### src/rtl/risc_v_fetch_unit_if.sv
// Fetch-stage bundle: instruction-memory request/ack plus decoder-facing outputs.
// No latency of its own; it only carries wires.
// Backpressure: imem_ack gates the request side, decode_ready gates the hold side.
interface risc_v_fetch_unit_if #(
    parameter int WORD_LENGTH = 32
);
    logic                   imem_req;
    logic [WORD_LENGTH-1:0] imem_addr;
    logic                   imem_ack;
    logic [WORD_LENGTH-1:0] imem_rdata;
    logic                   decode_ready;
    logic                   instr_valid;
    logic [WORD_LENGTH-1:0] instr;
    logic [WORD_LENGTH-1:0] pc;
    logic [6:0]             opcode;
    logic [2:0]             funct3;
    logic                   funct7;
    logic [4:0]             rd;
    logic [4:0]             rs1;
    logic [4:0]             rs2;
    logic [WORD_LENGTH-1:0] imm_i;
    logic                   illegal;
    logic [WORD_LENGTH-1:0] instr_count;

    // Fetch unit side
    modport master (
        output imem_req, imem_addr, instr_valid, instr, pc, opcode, funct3, funct7,
               rd, rs1, rs2, imm_i, illegal, instr_count,
        input  imem_ack, imem_rdata, decode_ready
    );

    // Memory / decoder side
    modport slave (
        input  imem_req, imem_addr, instr_valid, instr, pc, opcode, funct3, funct7,
               rd, rs1, rs2, imm_i, illegal, instr_count,
        output imem_ack, imem_rdata, decode_ready
    );
endinterface

### src/rtl/risc_v_fetch_unit.sv
// Instruction fetch: holds PC, single outstanding imem request, registers the fetched word.
// Latency: word visible one cycle after the acked request cycle; peak rate one instr per 2 cycles.
// Backpressure: instruction held (pc/instr frozen) until decode_ready; request held until imem_ack.
module risc_v_fetch_unit #(
    parameter int                     WORD_LENGTH = 32,
    parameter logic [WORD_LENGTH-1:0] RESET_PC    = '0
) (
    input  logic                  clk,
    input  logic                  rst,
    risc_v_fetch_unit_if.master   bus
);
    typedef enum logic [1:0] {
        S_START = 2'd0,
        S_REQ   = 2'd1,
        S_HOLD  = 2'd2
    } state_t;

    state_t                 state_q;
    logic [WORD_LENGTH-1:0] pc_q;
    logic [WORD_LENGTH-1:0] pc_d;
    logic                   req_q;
    logic                   valid_q;
    logic [WORD_LENGTH-1:0] instr_q;
    logic [WORD_LENGTH-1:0] count_q;
    logic [WORD_LENGTH-1:0] count_d;

    // Both advance values wrap naturally at the word width.
    assign pc_d    = pc_q + WORD_LENGTH'(4);
    assign count_d = count_q + WORD_LENGTH'(1);

    // Fetch FSM: request until ack, hold until consumed, then step the PC.
    always_ff @(posedge clk) begin
        if (rst) begin
            // Abandons any in-flight request; a same-cycle ack is dropped.
            state_q <= S_START;
            pc_q    <= RESET_PC;
            req_q   <= 1'b0;
            valid_q <= 1'b0;
            instr_q <= '0;
            count_q <= '0;
        end else begin
            case (state_q)
                S_START: begin
                    req_q   <= 1'b1;
                    state_q <= S_REQ;
                end
                S_REQ: begin
                    if (bus.imem_ack) begin
                        instr_q <= bus.imem_rdata;
                        valid_q <= 1'b1;
                        req_q   <= 1'b0;
                        state_q <= S_HOLD;
                    end
                end
                S_HOLD: begin
                    if (bus.decode_ready) begin
                        pc_q    <= pc_d;
                        count_q <= count_d;
                        valid_q <= 1'b0;
                        req_q   <= 1'b1;
                        state_q <= S_REQ;
                    end
                end
                default: begin
                    state_q <= S_START;
                    req_q   <= 1'b0;
                    valid_q <= 1'b0;
                end
            endcase
        end
    end

    assign bus.imem_req    = req_q;
    assign bus.imem_addr   = pc_q;
    assign bus.instr_valid = valid_q;
    assign bus.instr       = instr_q;
    assign bus.pc          = pc_q;
    assign bus.instr_count = count_q;

    // Decoder fields are plain slices of the held word.
    assign bus.opcode = instr_q[6:0];
    assign bus.funct3 = instr_q[14:12];
    assign bus.funct7 = instr_q[30];
    assign bus.rd     = instr_q[11:7];
    assign bus.rs1    = instr_q[19:15];
    assign bus.rs2    = instr_q[24:20];
    assign bus.imm_i  = {{(WORD_LENGTH-12){instr_q[31]}}, instr_q[31:20]};

    // Only OP-IMM and OP are handled downstream; everything else is flagged.
    assign bus.illegal = valid_q && (instr_q[6:0] != 7'b0010011) && (instr_q[6:0] != 7'b0110011);
endmodule

### src/flat_wrapper.sv
// flat-port wrapper written by rule: the top's interface ports become plain ports
module risc_v_fetch_unit_flat 
#(
    parameter int                     WORD_LENGTH = 32,
    parameter logic [WORD_LENGTH-1:0] RESET_PC    = '0
)
  (clk, rst, bus_imem_req, bus_imem_addr, bus_instr_valid, bus_instr, bus_pc, bus_opcode, bus_funct3, bus_funct7, bus_rd, bus_rs1, bus_rs2, bus_imm_i, bus_illegal, bus_instr_count, bus_imem_ack, bus_imem_rdata, bus_decode_ready);
  risc_v_fetch_unit_if #(.WORD_LENGTH(WORD_LENGTH)) bus_i ();
  input  logic clk;
  input  logic rst;
  output wire logic [$bits(bus_i.imem_req)-1:0] bus_imem_req;
  output wire logic [$bits(bus_i.imem_addr)-1:0] bus_imem_addr;
  output wire logic [$bits(bus_i.instr_valid)-1:0] bus_instr_valid;
  output wire logic [$bits(bus_i.instr)-1:0] bus_instr;
  output wire logic [$bits(bus_i.pc)-1:0] bus_pc;
  output wire logic [$bits(bus_i.opcode)-1:0] bus_opcode;
  output wire logic [$bits(bus_i.funct3)-1:0] bus_funct3;
  output wire logic [$bits(bus_i.funct7)-1:0] bus_funct7;
  output wire logic [$bits(bus_i.rd)-1:0] bus_rd;
  output wire logic [$bits(bus_i.rs1)-1:0] bus_rs1;
  output wire logic [$bits(bus_i.rs2)-1:0] bus_rs2;
  output wire logic [$bits(bus_i.imm_i)-1:0] bus_imm_i;
  output wire logic [$bits(bus_i.illegal)-1:0] bus_illegal;
  output wire logic [$bits(bus_i.instr_count)-1:0] bus_instr_count;
  input wire logic [$bits(bus_i.imem_ack)-1:0] bus_imem_ack;
  input wire logic [$bits(bus_i.imem_rdata)-1:0] bus_imem_rdata;
  input wire logic [$bits(bus_i.decode_ready)-1:0] bus_decode_ready;
  assign bus_imem_req = bus_i.imem_req;
  assign bus_imem_addr = bus_i.imem_addr;
  assign bus_instr_valid = bus_i.instr_valid;
  assign bus_instr = bus_i.instr;
  assign bus_pc = bus_i.pc;
  assign bus_opcode = bus_i.opcode;
  assign bus_funct3 = bus_i.funct3;
  assign bus_funct7 = bus_i.funct7;
  assign bus_rd = bus_i.rd;
  assign bus_rs1 = bus_i.rs1;
  assign bus_rs2 = bus_i.rs2;
  assign bus_imm_i = bus_i.imm_i;
  assign bus_illegal = bus_i.illegal;
  assign bus_instr_count = bus_i.instr_count;
  assign bus_i.imem_ack = bus_imem_ack;
  assign bus_i.imem_rdata = bus_imem_rdata;
  assign bus_i.decode_ready = bus_decode_ready;
  risc_v_fetch_unit #(.WORD_LENGTH(WORD_LENGTH), .RESET_PC(RESET_PC)) u_core (.clk(clk), .rst(rst), .bus(bus_i));
endmodule
### config.mk
export PLATFORM = sky130hd
export DESIGN_NAME = risc_v_fetch_unit_flat
export DESIGN_NICKNAME = d
export VERILOG_FILES = /design/src/rtl/risc_v_fetch_unit_if.sv /design/src/rtl/risc_v_fetch_unit.sv /design/src/flat_wrapper.sv
export SDC_FILE = /design/constraint.sdc
export NUM_CORES = 1
export LEC_CHECK = 0
export ABC_AREA = 1
export CORE_ASPECT_RATIO = 1.1
export CORE_MARGIN = 8
export CORE_UTILIZATION = 30
export CTS_BUF_LIST = sky130_fd_sc_hd__clkbuf_8 sky130_fd_sc_hd__clkbuf_16
export DETAILED_ROUTE_END_ITERATION = 10
export HOLD_SLACK_MARGIN = 0.06
export PLACE_DENSITY = 0.7
export SLEW_MARGIN = 20
export SYNTH_ARGS = -nofsm -noshare
export SYNTH_HDL_FRONTEND = slang
export SYNTH_SLANG_ARGS = --single-unit
### constraint.sdc
create_clock -name clk -period 1.73 [get_ports clk]
set_input_delay 0.2595 -clock clk [delete_from_list [all_inputs] [get_ports clk]]
set_output_delay 0.2595 -clock clk [all_outputs]
set_load 0.03 [all_outputs]
==> impl_metrics.toml <==
[timing]
timing.clock.skew_ps = 5.52
slew_limit_fails = 0
worst_hold_slack_ps = 486
finalHoldViolations = 0
setup_viol = 0
period_share = 0.980
fmaxAchievable_ghz = 0.590
period_minus_ws_final_ps = 1690
setup_slack_ps = 35.2
timing.setup.tns_ps = 0

[critical_path]
worst_reg2reg_path_depth = 8
path_delay_family = "buffers and inverters"
cp_max_fo = 4
type_of_the_worst_setup_path = "flop to output port"
rrSetupSlack_ps = 110
r2r_start = "u_core.bus.imem_addr[3]$_SDFFE_PP0P_"
critPathRequiredTime_ps = 1470
critPathLaunchType = "flop"
slowest_delay_ps = 700
crit_arrival_ps = 1440
endpoint_type_of_the_worst_setup_path = "output port"
critPathBufInv = 1
crit_path_top_delay_cell = "clkdlybuf4s50_1"
cp_cell_instances = "clkdlybuf4s50_1"
critical_register_to_register_path_endpoint = "u_core.bus.imem_addr[25]$_SDFFE_PP0P_"

[clock_network]
cts_max_level = 3
tritoncts = "done"
cts.sink_count = 97
clockBufferDepth = 2
post-cts-setup-buffers = 0
cts_made_buffers = 9
ctsRootBufferMaster = "clkbuf_16"
worst_setup_hold_path_clk_slew_ps = 70
insertion_delay_to_the_later_sink_of_the_worst_skew_pair_ps = 350

[synth]
synth.yosys.seq_area_share = 0.366
synth_largest_area_cell = "dfxtp_1"
syn_inst = 784
post_synth_main_area_contributors = "dfxtp_1 37%, buf_4 13%, nor2_1 13%, nand2_1 9.1%, inv_1 5.1%"
most_frequently_used_flop_master_after_synthesis = "dfxtp_1"
synthesis.area_um2 = 5300
syn_avg_cell_area_um2 = 6.76
yosysWarningCount = 0
yosys_register_bits = 97
synth-edff-count = 0
asyncSetResetFlopFracSynth = 0
netlist-cell-type-count = 35
synth.top_cell.area_share = 0.366

[floorplanning]
die_w_um = 143
fp.coreArea_um2 = 17500
floorplan.die_area_um2 = 22200
core.rowCount = 51
io_pins = 225
starting_density_of_the_core = 0.303
die_height_um = 155

[global_routing]
grt_max_degree = 39
vias_in_the_first_global_route = 5130
grtUsageTotal = 0.147
grt_antenna_before_repair = 0
grt_pass1_wl_um = 25900
grt_overflow_total = 0

[layout]
design_area_um2 = 7670
insertedDiodeCount = 0
post-route-util = 0.439
final.fill_count = 1839
post_route_cells_drive_above_1_share = 0.0832
flow.area_growth_from_synthesis_pct = 44.8
finish.net_count = 982
final-seq-area_um2 = 1940
multi_input_comb_area_um2 = 2340

[placed_design]
pre_cts_slack_ps = -111
numPortBuffers = 220
place_congestion = 0.886
place_hpwl_um = 12900
place_area_um2 = 7350

[route]
routed_wire_length_um = 16700
first_pass_iters = 4
m1WireLength_um = 6870
drc = 0
detailroute.wirelength.met2_um = 7810
drt-initial-drc-count = 267
met3_wirelength_um = 1610
max_used_layer = "met4"
antenna_left = 0
route.vias.total = 5329
viasPerCell = 4.49
wire_per_inst_um = 14.0

[min_path]
hold_path.class = "input pin to flop"
min_path_cells = 3
hp-start = "bus_imem_rdata[15]"
hold-path-endpoint = "u_core.bus.instr[15]$_SDFFE_PP0P_"

[power]
p_per_area_nw_per_um2 = 747
irDropWorstVdd_v = 0.000475
total_leakage_power_nw = 3.89

[run_status]
status = "finished clean"

[run]
cap_viol_max_count = 0
-- cell type report --
| type | count | area share |
|---|---|---|
| clock inverter | 7 | 0.0186 |
| timing repair buffer | 256 | 0.318 |
| tap | 238 | 0.0388 |
| sequential | 97 | 0.253 |
| multi-input combinational | 505 | 0.305 |
| clock buffer | 9 | 0.0293 |
| inverter | 75 | 0.0367 |
-- how the worst max path moves through the flow --
stage	start	to	slack [ps]	cells after the start
after floorplan	u_core.bus.imem_addr[2]$_SDFFE_PP0P_	u_core.bus.imem_addr[30]$_SDFFE_PP0P_	10	8
after global placement	bus_decode_ready	u_core.bus.imem_addr[20]$_SDFFE_PP0P_	-90	10
after detailed placement	bus_decode_ready	u_core.bus.imem_addr[31]$_SDFFE_PP0P_	-110	9
after CTS	u_core.bus.imem_addr[31]$_SDFFE_PP0P_	bus_imem_addr[31]	1	1
after global routing	u_core.bus.imem_addr[3]$_SDFFE_PP0P_	u_core.bus.imem_addr[31]$_SDFFE_PP0P_	-5	9
final	u_core.bus.imem_addr[9]$_SDFFE_PP0P_	bus_imem_addr[9]	40	1
-- placed cells by master (no fill, tap or decap), types with 4 or more instances in the layout --
cell / netlist / final
bufinv_16: 0 / 4
inv_1: 72 / 72
nand4_1: 20 / 20
nor2_4: 4 / 5
o21ai_0: 50 / 50
nor2_2: 7 / 11
xor2_1: 5 / 5
a21oi_1: 24 / 24
clkbuf_16: 0 / 9
nand2_1: 128 / 127
conb_1: 1 / 4
nand3_1: 45 / 45
buf_4: 93 / 33
dlygate4sd2_1: 0 / 102
nor2_1: 186 / 181
dlymetal6s2s_1: 0 / 26
xnor2_1: 5 / 5
clkdlybuf4s50_1: 0 / 91
o21a_1: 4 / 4
a31oi_1: 5 / 5
dfxtp_1: 97 / 97
-- sequential cells by signal, indices dropped and copies added (netlist names) --
signal,count
u_core.bus.instr_valid,1
u_core.bus.instr,32
u_core.bus.imem_addr,30
u_core.state_q,2
u_core.bus.instr_count,32
-- where the power goes --
part | total, mW | leakage (nW) | switching, mW | internal, mW
Clock | 2.47 | 0.168 | 0.907 | 1.56
Combinational | 0.921 | 2.93 | 0.560 | 0.361
Sequential | 2.34 | 0.787 | 0.0505 | 2.29
Total | 5.73 | 3.89 | 1.52 | 4.21
-- metal layers --
layer,vias to the layer above,GRT usage
met5,-,0
met4,0,0.0643
met3,26,0.0512
met2,203,0.247
met1,2396,0.164
li1,2704,-
-- logic make-up (layout without fill, tap and decap cells) --
kind of cell	count (synthesis)	after routing	share of synthesized area
AO/OA/AOI/OAI	85	85	0.0843
XOR/XNOR	10	10	0.0165
adder cells (fa/ha/maj)	2	2	0.00472
buffers and inverters	185	347	0.199
flip-flops	97	97	0.366
other	1	4	0.000708
AND/OR/NAND/NOR	404	404	0.329
-- cells in the mapped netlist, types with 4 or more instances --
master / n
o21ai_0: 50
dfxtp_1: 97
o21a_1: 4
a21oi_1: 24
buf_4: 93
nand3_1: 45
xor2_1: 5
a31oi_1: 5
nand4_1: 20
nor2_1: 186
clkbuf_1: 14
nor2_4: 4
xnor2_1: 5
nor2_2: 7
inv_1: 72
nand2_1: 128
-- per-stage QoR --
stage,cells,total power [mW]
global route,1187,5.96
CTS,1187,5.81
detailed placement,1171,3.37
finish,1187,5.73
global placement,1171,3.36
floorplan,787,3.02
-- timing repair --
action                     in CTS  in global routing
hold buffers                    0                  0
setup endpoints to repair     104                 40
gates resized for setup       105                 35
Power figures use the tool's default switching activity.
